==> config.mk <==
export PLATFORM = sky130hd
export DESIGN_NAME = mul_sequencer_flat
export DESIGN_NICKNAME = d
export VERILOG_FILES = /design/src/rtl/mul_sequencer_if.sv /design/src/rtl/mul_sequencer.sv /design/src/flat_wrapper.sv
export SDC_FILE = /design/constraint.sdc
export NUM_CORES = 1
export LEC_CHECK = 0
export BUFFER_PORTS_ARGS = -buffer_cell sky130_fd_sc_hd__buf_2
export CAP_MARGIN = 30
export CORE_AREA = 2 2 157 175
export DETAILED_ROUTE_END_ITERATION = 16
export DIE_AREA = 0 0 159 177
export PLACE_DENSITY = 0.81
export SYNTH_ARGS = -nofsm -noshare
export SYNTH_HDL_FRONTEND = slang
export SYNTH_SLANG_ARGS = --single-unit
==> constraint.sdc <==
create_clock -name CLK -period 4.5 [get_ports CLK]
set_input_delay 0.9 -clock CLK [delete_from_list [all_inputs] [get_ports CLK]]
set_output_delay 0.9 -clock CLK [all_outputs]
set_load 0.02 [all_outputs]
==> src/rtl/mul_sequencer_if.sv <==
// Request/response and ALU-bus bundle for the shift-and-add MUL sequencer.
interface mul_sequencer_if;
   localparam int unsigned DATA_W = 64;
   localparam int unsigned CTRL_W = 4;

   // request / response side
   logic              start;
   logic [DATA_W-1:0] opA;
   logic [DATA_W-1:0] opB;
   logic              ready;
   logic              done;
   logic [DATA_W-1:0] product;

   // shared ALU side
   logic [DATA_W-1:0] aluA;
   logic [DATA_W-1:0] aluB;
   logic [CTRL_W-1:0] aluCtrl;
   logic [DATA_W-1:0] aluW;
   logic              aluZero;

   // requester issuing multiplies
   modport master (
      output start, opA, opB,
      input  ready, done, product
   );

   // the sequencer itself
   modport slave (
      input  start, opA, opB, aluW, aluZero,
      output ready, done, product, aluA, aluB, aluCtrl
   );

   // the shared ALU
   modport alu (
      input  aluA, aluB, aluCtrl,
      output aluW, aluZero
   );
endinterface

==> src/rtl/mul_sequencer.sv <==
// Multi-cycle 64-bit MUL controller that iterates shift-and-add on the shared ALU.
// A PASSB of the remaining multiplier doubles as the loop test: a zero flag ends it.
module mul_sequencer (
   input logic            CLK,
   input logic            Reset,
   mul_sequencer_if.slave bus
);
   localparam int unsigned DATA_W = 64;
   localparam int unsigned CTRL_W = 4;
   localparam logic [CTRL_W-1:0] ALU_ADD   = 4'b0010;
   localparam logic [CTRL_W-1:0] ALU_PASSB = 4'b0111;

   typedef enum logic [1:0] {
      S_IDLE  = 2'd0,
      S_CHECK = 2'd1,
      S_STEP  = 2'd2,
      S_DONE  = 2'd3
   } state_t;

   state_t            state_q, state_d;
   logic [DATA_W-1:0] p_q, p_d;
   logic [DATA_W-1:0] m_q, m_d;
   logic [DATA_W-1:0] q_q, q_d;
   logic [DATA_W-1:0] product_q, product_d;
   logic              ready_q, ready_d;
   logic              done_q, done_d;
   logic [DATA_W-1:0] alu_a_q, alu_a_d;
   logic [DATA_W-1:0] alu_b_q, alu_b_d;
   logic [CTRL_W-1:0] alu_ctrl_q, alu_ctrl_d;

   // State, datapath registers and registered outputs; synchronous reset wins over start
   always_ff @(posedge CLK) begin
      if (Reset) begin
         state_q    <= S_IDLE;
         p_q        <= '0;
         m_q        <= '0;
         q_q        <= '0;
         product_q  <= '0;
         ready_q    <= 1'b1;
         done_q     <= 1'b0;
         alu_a_q    <= '0;
         alu_b_q    <= '0;
         alu_ctrl_q <= ALU_PASSB;
      end else begin
         state_q    <= state_d;
         p_q        <= p_d;
         m_q        <= m_d;
         q_q        <= q_d;
         product_q  <= product_d;
         ready_q    <= ready_d;
         done_q     <= done_d;
         alu_a_q    <= alu_a_d;
         alu_b_q    <= alu_b_d;
         alu_ctrl_q <= alu_ctrl_d;
      end
   end

   // Next state and datapath, then the outputs the next state will present
   always_comb begin
      state_d    = state_q;
      p_d        = p_q;
      m_d        = m_q;
      q_d        = q_q;
      product_d  = product_q;
      ready_d    = 1'b0;
      done_d     = 1'b0;
      alu_a_d    = '0;
      alu_b_d    = '0;
      alu_ctrl_d = ALU_PASSB;

      case (state_q)
         S_IDLE: begin
            if (bus.start) begin
               m_d     = bus.opA;
               q_d     = bus.opB;
               p_d     = '0;
               state_d = S_CHECK;
            end
         end
         S_CHECK: begin
            if (bus.aluZero) begin
               product_d = p_q;
               state_d   = S_DONE;
            end else begin
               state_d   = S_STEP;
            end
         end
         S_STEP: begin
            p_d     = bus.aluW;
            m_d     = DATA_W'(m_q << 1);
            q_d     = DATA_W'(q_q >> 1);
            state_d = S_CHECK;
         end
         S_DONE: begin
            state_d = S_IDLE;
         end
         default: begin
            state_d = S_IDLE;
         end
      endcase

      // ALU drive is derived from next-cycle state only, so start/opA/opB never reach it directly
      case (state_d)
         S_IDLE: begin
            ready_d = 1'b1;
         end
         S_CHECK: begin
            alu_a_d    = p_d;
            alu_b_d    = q_d;
            alu_ctrl_d = ALU_PASSB;
         end
         S_STEP: begin
            alu_a_d    = p_d;
            alu_b_d    = q_d[0] ? m_d : '0;
            alu_ctrl_d = ALU_ADD;
         end
         S_DONE: begin
            done_d = 1'b1;
         end
         default: begin
            ready_d = 1'b0;
         end
      endcase
   end

   assign bus.ready   = ready_q;
   assign bus.done    = done_q;
   assign bus.product = product_q;
   assign bus.aluA    = alu_a_q;
   assign bus.aluB    = alu_b_q;
   assign bus.aluCtrl = alu_ctrl_q;
endmodule

==> src/flat_wrapper.sv <==
// flat-port wrapper written by rule: the top's interface ports become plain ports
module mul_sequencer_flat 
  (CLK, Reset, bus_start, bus_opA, bus_opB, bus_aluW, bus_aluZero, bus_ready, bus_done, bus_product, bus_aluA, bus_aluB, bus_aluCtrl);
  mul_sequencer_if bus_i ();
  input logic CLK;
  input logic Reset;
  input wire logic [$bits(bus_i.start)-1:0] bus_start;
  input wire logic [$bits(bus_i.opA)-1:0] bus_opA;
  input wire logic [$bits(bus_i.opB)-1:0] bus_opB;
  input wire logic [$bits(bus_i.aluW)-1:0] bus_aluW;
  input wire logic [$bits(bus_i.aluZero)-1:0] bus_aluZero;
  output wire logic [$bits(bus_i.ready)-1:0] bus_ready;
  output wire logic [$bits(bus_i.done)-1:0] bus_done;
  output wire logic [$bits(bus_i.product)-1:0] bus_product;
  output wire logic [$bits(bus_i.aluA)-1:0] bus_aluA;
  output wire logic [$bits(bus_i.aluB)-1:0] bus_aluB;
  output wire logic [$bits(bus_i.aluCtrl)-1:0] bus_aluCtrl;
  assign bus_i.start = bus_start;
  assign bus_i.opA = bus_opA;
  assign bus_i.opB = bus_opB;
  assign bus_i.aluW = bus_aluW;
  assign bus_i.aluZero = bus_aluZero;
  assign bus_ready = bus_i.ready;
  assign bus_done = bus_i.done;
  assign bus_product = bus_i.product;
  assign bus_aluA = bus_i.aluA;
  assign bus_aluB = bus_i.aluB;
  assign bus_aluCtrl = bus_i.aluCtrl;
  mul_sequencer u_core (.CLK(CLK), .Reset(Reset), .bus(bus_i));
endmodule
# [After elaboration in Yosys (flattened, before gate mapping)]
# Index checks and enable logic that the tools add are counted.
[totals] elab_cells=36 in_bits=196 register_bits=392 output_inout_bits=198
[classes] reduce_logical=5 n_eq_ne=6 n_bitwise=1 mux=14
[ops] operator="$pmux W64 S2" n=4
[ops] operator="$mux W64" n=4
[ops] operator="$eq A2 B2 Y1 const B" n=4
[ops] operator="$pmux W2 S4" n=1
[ops] operator="$eq A2 B1 Y1 const B" n=2
[ops] operator="$logic_not A2 Y1" n=2
[ops] operator="$reduce_or A2 Y1" n=2
[ops] operator="$mux W1" n=3
[ops] operator="$mux W3" n=1
[ops] operator="$mux W2" n=1
[ops] operator="$reduce_and A2 Y1" n=1
[ops] operator="$not A1 Y1" n=1

# [Depth between registers and ports, before layout]
# Gate-level depths: netlist (run 1).
[logic_depth] word_depth=6 depth_mapped=12 depth_no_buf=8

# [Worst setup path before layout (run 1)]
# Ideal clock, no wire load.
[synth_timing] kind="input to register" from="input bus_start" to="register u_core.alu_b_q[32], in the netlist u_core.bus.aluB[32]" path_slack_ns=1.756 arrival_ns=2.685 required_ns=4.441 stages=9 cell_sequence="clkbuf_2 > o21ba_2 > nor2_1 > ha_1 > nor2_1 > and2_1 > buf_1 > clkbuf_1 > a22o_1"
[synth_between] elab_chain_cells=4
[synth_rtl] element="from (decl)" line_no="flat_wrapper.sv:7" source="input wire logic [$bits(bus_i.start)-1:0] bus_start;"
[synth_rtl] element="$mux W2 or $mux W64 (tied branches)" line_no="mul_sequencer.sv:73" source="if (bus.start) begin"
[synth_rtl] element="$pmux W2 S4 or $pmux W64 S2 (tied branches)" line_no="mul_sequencer.sv:71" source="case (state_q)"
[synth_rtl] element="$eq A2 B2 Y1, or another cell as far along" line_no="mul_sequencer.sv:103" source="case (state_d)"
[synth_rtl] element="$pmux W64 S2 *" line_no="mul_sequencer.sv:103"
[synth_rtl] element="to (signal assigned)" line_no="mul_sequencer.sv:53" source="alu_b_q <= alu_b_d;"
[synth_rtl] element="to (decl)" line_no="mul_sequencer.sv:28" source="logic [DATA_W-1:0] alu_b_q, alu_b_d;"
# Mark *: on every way between the ends. The rest lies on a longest branch, timed or not.
# A chain may end at the register's enable or synchronous reset.

# [Final worst setup path (run 1)]
[layout_timing] from="register u_core.state_q[1]" to="register u_core.alu_b_q[23], in the netlist u_core.bus.aluB[23]"
[layout_between] elab_chain_cells=4
[layout_rtl] element="from (decl)" line_no="mul_sequencer.sv:20" source="state_t state_q, state_d;"
[layout_rtl] element="from (signal assigned)" line_no="mul_sequencer.sv:45" source="state_q <= state_d;"
[layout_rtl] element="$eq A2 B2 Y1, or another cell as far along" line_no="mul_sequencer.sv:71"
[layout_rtl] element="$pmux W2 S4 *" line_no="mul_sequencer.sv:71"
[layout_rtl] element="via u_core.state_d[1]" line_no="mul_sequencer.sv:20"
[layout_rtl] element="$eq A2 B2 Y1 or $eq A2 B1 Y1 (tied branches)" line_no="mul_sequencer.sv:103"
[layout_rtl] element="$pmux W64 S2 *" line_no="mul_sequencer.sv:103"
# The timed path passes the listed nets; every way through them passes the cells marked *.

==> PnR_summary.wiki, run 1 <==
{| class="wikitable"
! Metric !! Value
|-
| Length of the first detailed-routing pass in iterations || 6
|-
| Clock tree from TritonCTS || done
|-
| Detailed-route via count || 12500
|-
| Count of endpoints failing hold in the final timing report || 0
|-
| PortBufs || roughly 400
|-
| Worst hold start || u_core.bus.product[54]
|-
| Share of layout cells above drive strength 1 || roughly a quarter
|-
| Most area-consuming cells after synthesis || dfxtp_1, a22oi_1, nand2_1
|-
| Clock buffers created by TritonCTS || 39
|-
| Hold endpoint || u_core.bus.product[54]
|-
| Buffer levels on the longest clock path || 3
|-
| Final Skew || ~0.022 ns
|-
| Share of synthesized cell area in and, or, nand and nor gates || between 10% and 20%
|-
| Pin slew with the least headroom to its limit || between 0.9 and 1 ns
|-
| Clock period minus final worst setup slack || around 3.1 ns
|-
| Unrepaired setup endpoints after global routing || false
|-
| Number of hold-repair buffers added at the cts stage || 0
|-
| Largest fanout on the critical path || 31
|-
| First-pass GRT wire length || 62600 um
|-
| Register area || around 0.0078 mm^2
|-
| Highest signal layer in the routed design || met5
|-
| Syn_area_per_cell || just over 9 um^2
|-
| Max-cap violations || 0
|-
| Adder and majority gate portion of the synthesized area || less than 1%
|-
| CTS Root Buffer Type || clkbuf_16
|-
| Flip-flop and latch count after synthesis || 389
|-
| Core area || 0.0265 mm^2
|-
| Final Setup Violations || 0
|-
| Via/cell ratio || about 5.6
|-
| Die X || between 150 and 200 um
|-
| Result of the run || finished clean
|-
| Post-Synthesis Net Count || approximately 1700
|-
| Commonest cells after routing, fill and taps aside || buf_2, dfxtp_1, nand2_1
|-
| Portion of synthesized cell area occupied by the leading cell type || between 50% and 60%
|-
| Routed WL || slightly above 40000 um
|-
| Core Rows || 63
|-
| Source-to-sink clock delay at the later pin of the worst-skew pair || between 0.5 and 0.6 ns
|-
| Critical Path Source Type || flop
|-
| Total gr overflow || 0
|-
| Number of max-slew violations in the final report || 0
|-
| Sum of negative setup slack || 0 ns
|-
| Post-synthesis to final-layout area growth || 22.8%
|-
| Worst IR Drop VDD || 0.000366 V
|-
| Routed len/inst || 18.3 um
|-
| Die outline area || about 0.028 mm^2
|-
| Share of the synthesized area in compound gates (AO/OA/AOI/OAI) || between 20% and 30%
|-
| Clock Sink Count || 389
|-
| Via count of the first global-routing pass || approximately 12000
|-
| Tot GR Track Use || approximately 27%
|-
| Leading area contributor after synthesis || dfxtp_1
|-
| Worst reg2reg path startpoint || u_core.state_q[1]
|-
| Antenna violations before repair || 10
|-
| Y dimension of the die || ~180 um
|-
| Number of antenna-violating nets in the routed design || 0
|-
| M1 WL || about 16000 um
|-
| Post-CTS clock slew at the launch and capture registers of the worst setup and hold paths || approximately 0.060 ns
|-
| Power density normalized to cell area || 442 mW/mm^2
|-
| Reg2reg setup slack || roughly 1.4 ns
|-
| Share of the clock period used by the worst path after layout || 69.2%
|-
| Summed instance area of the synthesized netlist || roughly 0.014 mm^2
|-
| Hold Path Stages || 2
|-
| DR iter-0 viols || approximately 1100
|-
| Count of different cell masters after synthesis || 38
|-
| Mux contribution to synthesized area || less than 1%
|-
| Post-DP HPWL || 26000 um
|-
| Setup Crit Path Kind || reg -> reg
|-
| Area share of xor/xnor cells in the synthesized design || 0%
|-
| Number of cells produced by synthesis || 1525
|-
| Crit. End Element || flop
|-
| Worst-case hold slack || ~0.45 ns
|-
| End of the worst register-to-register path || u_core.bus.aluB[23]
|-
| Filler cell count || ~2200
|-
| Data arrival time of the critical path || 3.55 ns
|-
| H-tree depth || 2
|-
| Worst-case reg-to-reg path depth || 8
|-
| Num ports || slightly below 400
|-
| Routed length on met3 || 3460 um
|-
| Share of synthesized area occupied by flip-flops and latches || 55.5%
|-
| Final estimated routing congestion in global placement || around 0.83
|-
| DRC violation count after routing || 0
|-
| Largest net degree at the start of global routing || 189
|-
| Class of the worst hold path || reg -> reg
|-
| Most common cell after layout, fill and taps aside || buf_2
|-
| Warnings from Yosys || 0
|-
| Peak Freq || 321 MHz
|-
| PostCTS Resize Cnt || 0
|-
| Detailed-routed wire length on met2 || roughly 20000 um
|-
| Leakage || roughly 0.0073 uW
|-
| Final net count || just over 2000
|-
| Buffers inserted by post-CTS timing repair || 0
|-
| Worst max-slew margin expressed relative to the limit || a little over a third
|-
| Main combinational cell family by area after synthesis || compound AO/OA/AOI/OAI gates
|-
| Effective utilization at floorplan || between 50% and 60%
|-
| Required time of the critical path || slightly below 5 ns
|-
| Area of combinational cells with multiple inputs || between 0.005 and 0.006 mm^2
|}
[report_power, final]
| part | switching [uW] | internal (uW) | total, uW | leakage, uW |
|---|---|---|---|---|
| logic | 515 | 274 | 789 | 0.00349 |
| registers | 81.7 | 3580 | 3660 | 0.00316 |
| clock network | 1340 | 1820 | 3160 | 0.000622 |
[logic make-up after synthesis]
family	after synthesis
flip-flops	389
adder cells (fa/ha/maj)	4
buffers and inverters	147
other	2
AO/OA/AOI/OAI	447
AND/OR/NAND/NOR	535
multiplexers	1
[metal layers]
metal | vias up | track usage [%]
met3 | 80 | 7.22
li1 | 5889 | -
met1 | 5962 | 33.1
met5 | - | 0
met2 | 559 | 46.8
met4 | 4 | 10.5
[Yosys cell counts (all sizes together)]
master,instances
inv,2
or3b,1
nor2,74
nor4b,1
o2bb2ai,1
o221ai,1
a2bb2oi,1
conb,2
a22o,61
o21bai,1
nand2,255
a31oi,1
dfxtp,389
nor2b,129
o21ai,124
and2,2
a21oi,66
clkbuf,71
nand2b,4
a32o,1
mux2i,1
and2b,1
nor3,65
ha,4
or4b,1
o21ba,1
buf,74
or2,1
nand3b,1
a2111oi,1
a22oi,188
[flip-flops by register name, summed over array words and instances (netlist names)]
register / count
u_core.bus.aluCtrl: 1
u_core.bus.aluB: 64
u_core.bus.product: 64
u_core.bus.ready: 1
u_core.bus.done: 1
u_core.bus.aluA: 64
u_core.m_q: 64
u_core.p_q: 64
u_core.q_q: 64
u_core.state_q: 2
[stage by stage]
stage	setup WS [ns]	cells	utilization, %	power (uW)	area (um^2)
3_5_place_dp	1.18	2145	60.2	4510	15900
5_1_grt	1.19	2221	65.0	7880	17200
3_3_place_gp	1.29	2143	60.0	4490	15900
2_1_floorplan	1.76	1525	-	4250	14000
4_1_cts	1.39	2214	64.9	7640	17200
6_report	1.39	2222	65.0	7610	17200
[worst max-delay path by stage]
stage | start | end | slack [ns]
after global placement | bus_start | u_core.bus.aluB[13] | 1.29
final | u_core.state_q[1] | u_core.bus.aluB[23] | 1.39
after floorplan | bus_start | u_core.bus.aluB[32] | 1.76
after CTS | u_core.state_q[1] | u_core.bus.aluB[23] | 1.39
after detailed placement | bus_start | u_core.bus.aluB[23] | 1.18
after global routing | u_core.state_q[1] | u_core.bus.aluB[23] | 1.19
[worst max-delay path: stages (launching register included)]
cell and delay [ns]:
dfxtp_4 0.56, and2b_1 0.30, and2_2 0.22, nor2_1 0.26
ha_2 0.34, nor2_1 0.17, and2_2 0.60, buf_4 0.38
a22o_1 0.20
[final cells by class]
cell class	instances	area share, %
Antenna cell	8	0.116
Clock buffer	53	6.55
Clock inverter	16	0.734
Inverter	2	0.0436
Multi-Input combinational cell	989	32.3
Sequential cell	389	45.3
Tap cell	357	2.59
Timing Repair Buffer	408	12.4
Power figures use the tool's default switching activity.
==> run 2: changes to the inputs <==
--- a/config.mk
+++ b/config.mk
@@ -7,10 +7,10 @@
 export LEC_CHECK = 0
 export BUFFER_PORTS_ARGS = -buffer_cell sky130_fd_sc_hd__buf_2
 export CAP_MARGIN = 30
-export CORE_AREA = 2 2 157 175
+export CORE_AREA = 2 2 160 178
 export DETAILED_ROUTE_END_ITERATION = 16
-export DIE_AREA = 0 0 159 177
-export PLACE_DENSITY = 0.81
+export DIE_AREA = 0 0 162 180
+export PLACE_DENSITY = 0.79
 export SYNTH_ARGS = -nofsm -noshare
 export SYNTH_HDL_FRONTEND = slang
 export SYNTH_SLANG_ARGS = --single-unit
==> constraint.sdc (replaced) <==
create_clock -name CLK -period 2.9 [get_ports CLK]
set_input_delay 0.58 -clock CLK [delete_from_list [all_inputs] [get_ports CLK]]
set_output_delay 0.58 -clock CLK [all_outputs]
set_load 0.02 [all_outputs]
==> run 2 against run 1 <==
Against the previous run:
- clock skew shrank 0.0022 ns
- routed wire length rose by 0.54%
- cell count grew 0.63%
- global-route usage down 0.64 points
- sequential share of layout area down 0.47 points
- non-clock buffer count grew 7
- hold slack got worse by 0.21 ns
- first-iteration DRC count increased by 16%
- largest cell class unchanged
==> PnR_summary.wiki, run 2 (synthesized netlist as in run 1, its figures left out) <==
{| class="wikitable"
! Metric !! Value
|-
| Result of the run || finished clean
|-
| Required time of the critical path || 3.35 ns (-1.59 ns)
|-
| Sum of negative setup slack || 0 ns (unchanged)
|-
| Combinational share of power || 10.7% (+0.3 points)
|-
| Post-CTS clock slew at the launch and capture registers of the worst setup and hold paths || 0.06 ns (about the same)
|-
| Final Setup Violations || 0 (unchanged)
|-
| Critical Path Source Type || flop
|-
| Filler cell count || 2256 (+3.6%)
|-
| PostCTS Resize Cnt || 0 (unchanged)
|-
| Core area || 0.0274 mm^2 (+3.4%)
|-
| Sequential share of power || 47.2% (-0.9 points)
|-
| Length of the first detailed-routing pass in iterations || 5 (-1)
|-
| Via/cell ratio || 5.62 (about the same)
|-
| Worst max-slew margin expressed relative to the limit || 36.5% (+0.47 points)
|-
| Max-cap violations || 0 (unchanged)
|-
| Count of endpoints failing hold in the final timing report || 0 (unchanged)
|-
| Die X || 162 um (+1.9%)
|-
| Num ports || 394 (unchanged)
|-
| Clock period minus final worst setup slack || 2.55 ns (-0.562 ns)
|-
| Post-synthesis to final-layout area growth || 24.1%
|-
| CP Buf/Inv Count || 1 (unchanged)
|-
| Switching share of power || 24.9% (-0.49 points)
|-
| Y dimension of the die || 180 um (+1.7%)
|-
| Die outline area || 0.0292 mm^2 (+3.6%)
|-
| Total gr overflow || 0 (unchanged)
|-
| Core Rows || 64 (+1.6%)
|-
| CTS Root Buffer Type || clkbuf_16
|-
| Final Skew || 0.0196 ns (-0.00219 ns)
|-
| Antenna violations before repair || 12 (+2)
|-
| Detailed-route via count || 12600 (+0.55%)
|-
| Largest fanout on the critical path || 13 (-58%)
|-
| Number of hold-repair buffers added at the cts stage || 0 (unchanged)
|-
| Clock buffers created by TritonCTS || 39 (unchanged)
|-
| Buffers inserted by post-CTS timing repair || 0 (unchanged)
|-
| Share of the clock period used by the worst path after layout || 88.0% (+19 points)
|-
| Most common cell after layout, fill and taps aside || buf_2
|-
| Internal Dissipation || 8990 uW (+58%)
|-
| Worst IR Drop VDD || 0.000490 V (+34%)
|-
| Tot GR Track Use || 26.7% (-0.64 points)
|-
| PortBufs || 391 (unchanged)
|-
| Power spent charging and discharging nets || 2990 uW (+54%)
|-
| Largest net degree at the start of global routing || 155 (-18%)
|-
| Peak Freq || 392 MHz (+22%)
|-
| Highest cell delay on the worst timing path || 0.37 ns (-0.23 ns)
|-
| Class of the worst hold path || in -> reg
|-
| Via count of the first global-routing pass || 12100 (+1.7%)
|-
| DRC violation count after routing || 0 (unchanged)
|-
| Post-DP HPWL || 26200 um (+0.77%)
|-
| First-pass GRT wire length || 63200 um (+1.1%)
|-
| Clock power share || 42.1% (+0.5 points)
|-
| Number of max-slew violations in the final report || 0 (unchanged)
|-
| Overall power || 12000 uW (+57%)
|-
| DR iter-0 viols || 1235 (+16%)
|-
| Routed len/inst || 18.3 um (about the same)
|-
| Number of antenna-violating nets in the routed design || 0 (unchanged)
|-
| Worst-path cell chain || and2b_1, and2_2, nor2_1, ha_2, nor2_1, nand2_1, nor2_4, buf_4, a22o_1
|-
| Pin slew with the least headroom to its limit || 0.952 ns (-0.00711 ns)
|-
| Power density normalized to cell area || 689 mW/mm^2 (+56%)
|-
| Most frequent cell on the critical path || nor2_1
|-
| Crit. End Element || flop
|-
| Buffer levels on the longest clock path || 3 (unchanged)
|-
| Clock Sink Count || 389 (unchanged)
|-
| Data arrival time of the critical path || 3.01 ns (-0.54 ns)
|-
| Slowest library cell on the worst path || nor2_4
|-
| Top Family by Delay on Critical Path || simple AND/OR/NAND/NOR gates
|-
| Clock tree from TritonCTS || done
|-
| Setup Crit Path Kind || reg -> reg
|-
| Routed WL || 40800 um (+0.54%)
|-
| Unrepaired setup endpoints after global routing || false
|-
| Share of layout cells above drive strength 1 || 26.4% (+0.14 points)
|-
| Source-to-sink clock delay at the later pin of the worst-skew pair || 0.52 ns (about the same)
|-
| Leakage || 0.00734 uW (+0.95%)
|-
| Effective utilization at floorplan || 51.2% (-1.7 points)
|-
| H-tree depth || 2 (unchanged)
|-
| Commonest cells after routing, fill and taps aside || buf_2, dfxtp_1, nand2_1
|-
| Final estimated routing congestion in global placement || 0.844 (+1.2%)
|-
| Final net count || 2036 (+0.34%)
|}
run 2: path summary, 6_finish.rpt:
| path | startpoint | endpoint | slack [ns] | cells past startpoint |
|---|---|---|---|---|
| max | u_core.state_q[1] | u_core.bus.aluB[33] | 0.35 | 9 |
| min | Reset | u_core.bus.product[7] | 0.25 | 2 |
| min reg2reg | u_core.bus.product[1] | u_core.bus.product[1] | 0.45 | 2 |
| max reg2reg | u_core.state_q[1] | u_core.bus.aluB[33] | 0.35 | 9 |
run 2: stage by stage:
| step | instances | worst slack [ns] | hold slack (ns) | cell area [um^2] | util [%] |
|---|---|---|---|---|---|
| floorplan | 1525 | 0.316 | 0.432 | 14000 | - |
| global placement | 2158 | 0.324 | 0.437 | 16100 | 58.7 |
| detailed placement | 2158 | 0.241 | 0.442 | 16100 | 58.7 |
| CTS | 2225 | 0.319 | 0.226 | 17400 | 63.4 |
| global route | 2235 | 0.204 | 0.245 | 17400 | 63.5 |
| finish | 2236 | 0.347 | 0.246 | 17400 | 63.5 |
run 2: layout make-up:
cell class | instances | area (um^2) | area share, %
multi-input combinational | 989 | 5560 | 31.9
tap | 363 | 454 | 2.61
clock buffer | 56 | 1170 | 6.73
antenna | 11 | 27.5 | 0.158
inverter | 2 | 7.51 | 0.0431
timing repair buffer | 415 | 2260 | 13.0
sequential | 389 | 7790 | 44.8
clock inverter | 11 | 129 | 0.741
run 2: per-layer routing:
| layer | vias up | part of all wire, % | track usage (%) |
|---|---|---|---|
| li1 | 5915 | - | - |
| met1 | 5967 | 38 | 32.0 |
| met2 | 569 | 48 | 43.8 |
| met3 | 108 | 8.7 | 7.61 |
| met4 | 4 | 4.4 | 13.1 |
| met5 | - | 0.056 | 0 |
run 2: worst register-to-register path: stages, from the launching register on:
cell and delay (ns):
dfxtp_4 0.35, and2b_1 0.24, and2_2 0.23, nor2_1 0.24, ha_2 0.33, nor2_1 0.18
nand2_1 0.12, nor2_4 0.37, buf_4 0.27, a22o_1 0.15
run 2: power by group through the flow:
stage	Clock, uW	Sequential (uW)	Combinational, uW
6_report	5050	5660	1280
2_1_floorplan	0	5820	774
4_1_cts	5130	5650	1270
3_3_place_gp	0	5760	1240
3_5_place_dp	0	5770	1260
5_1_grt	5340	5670	1400
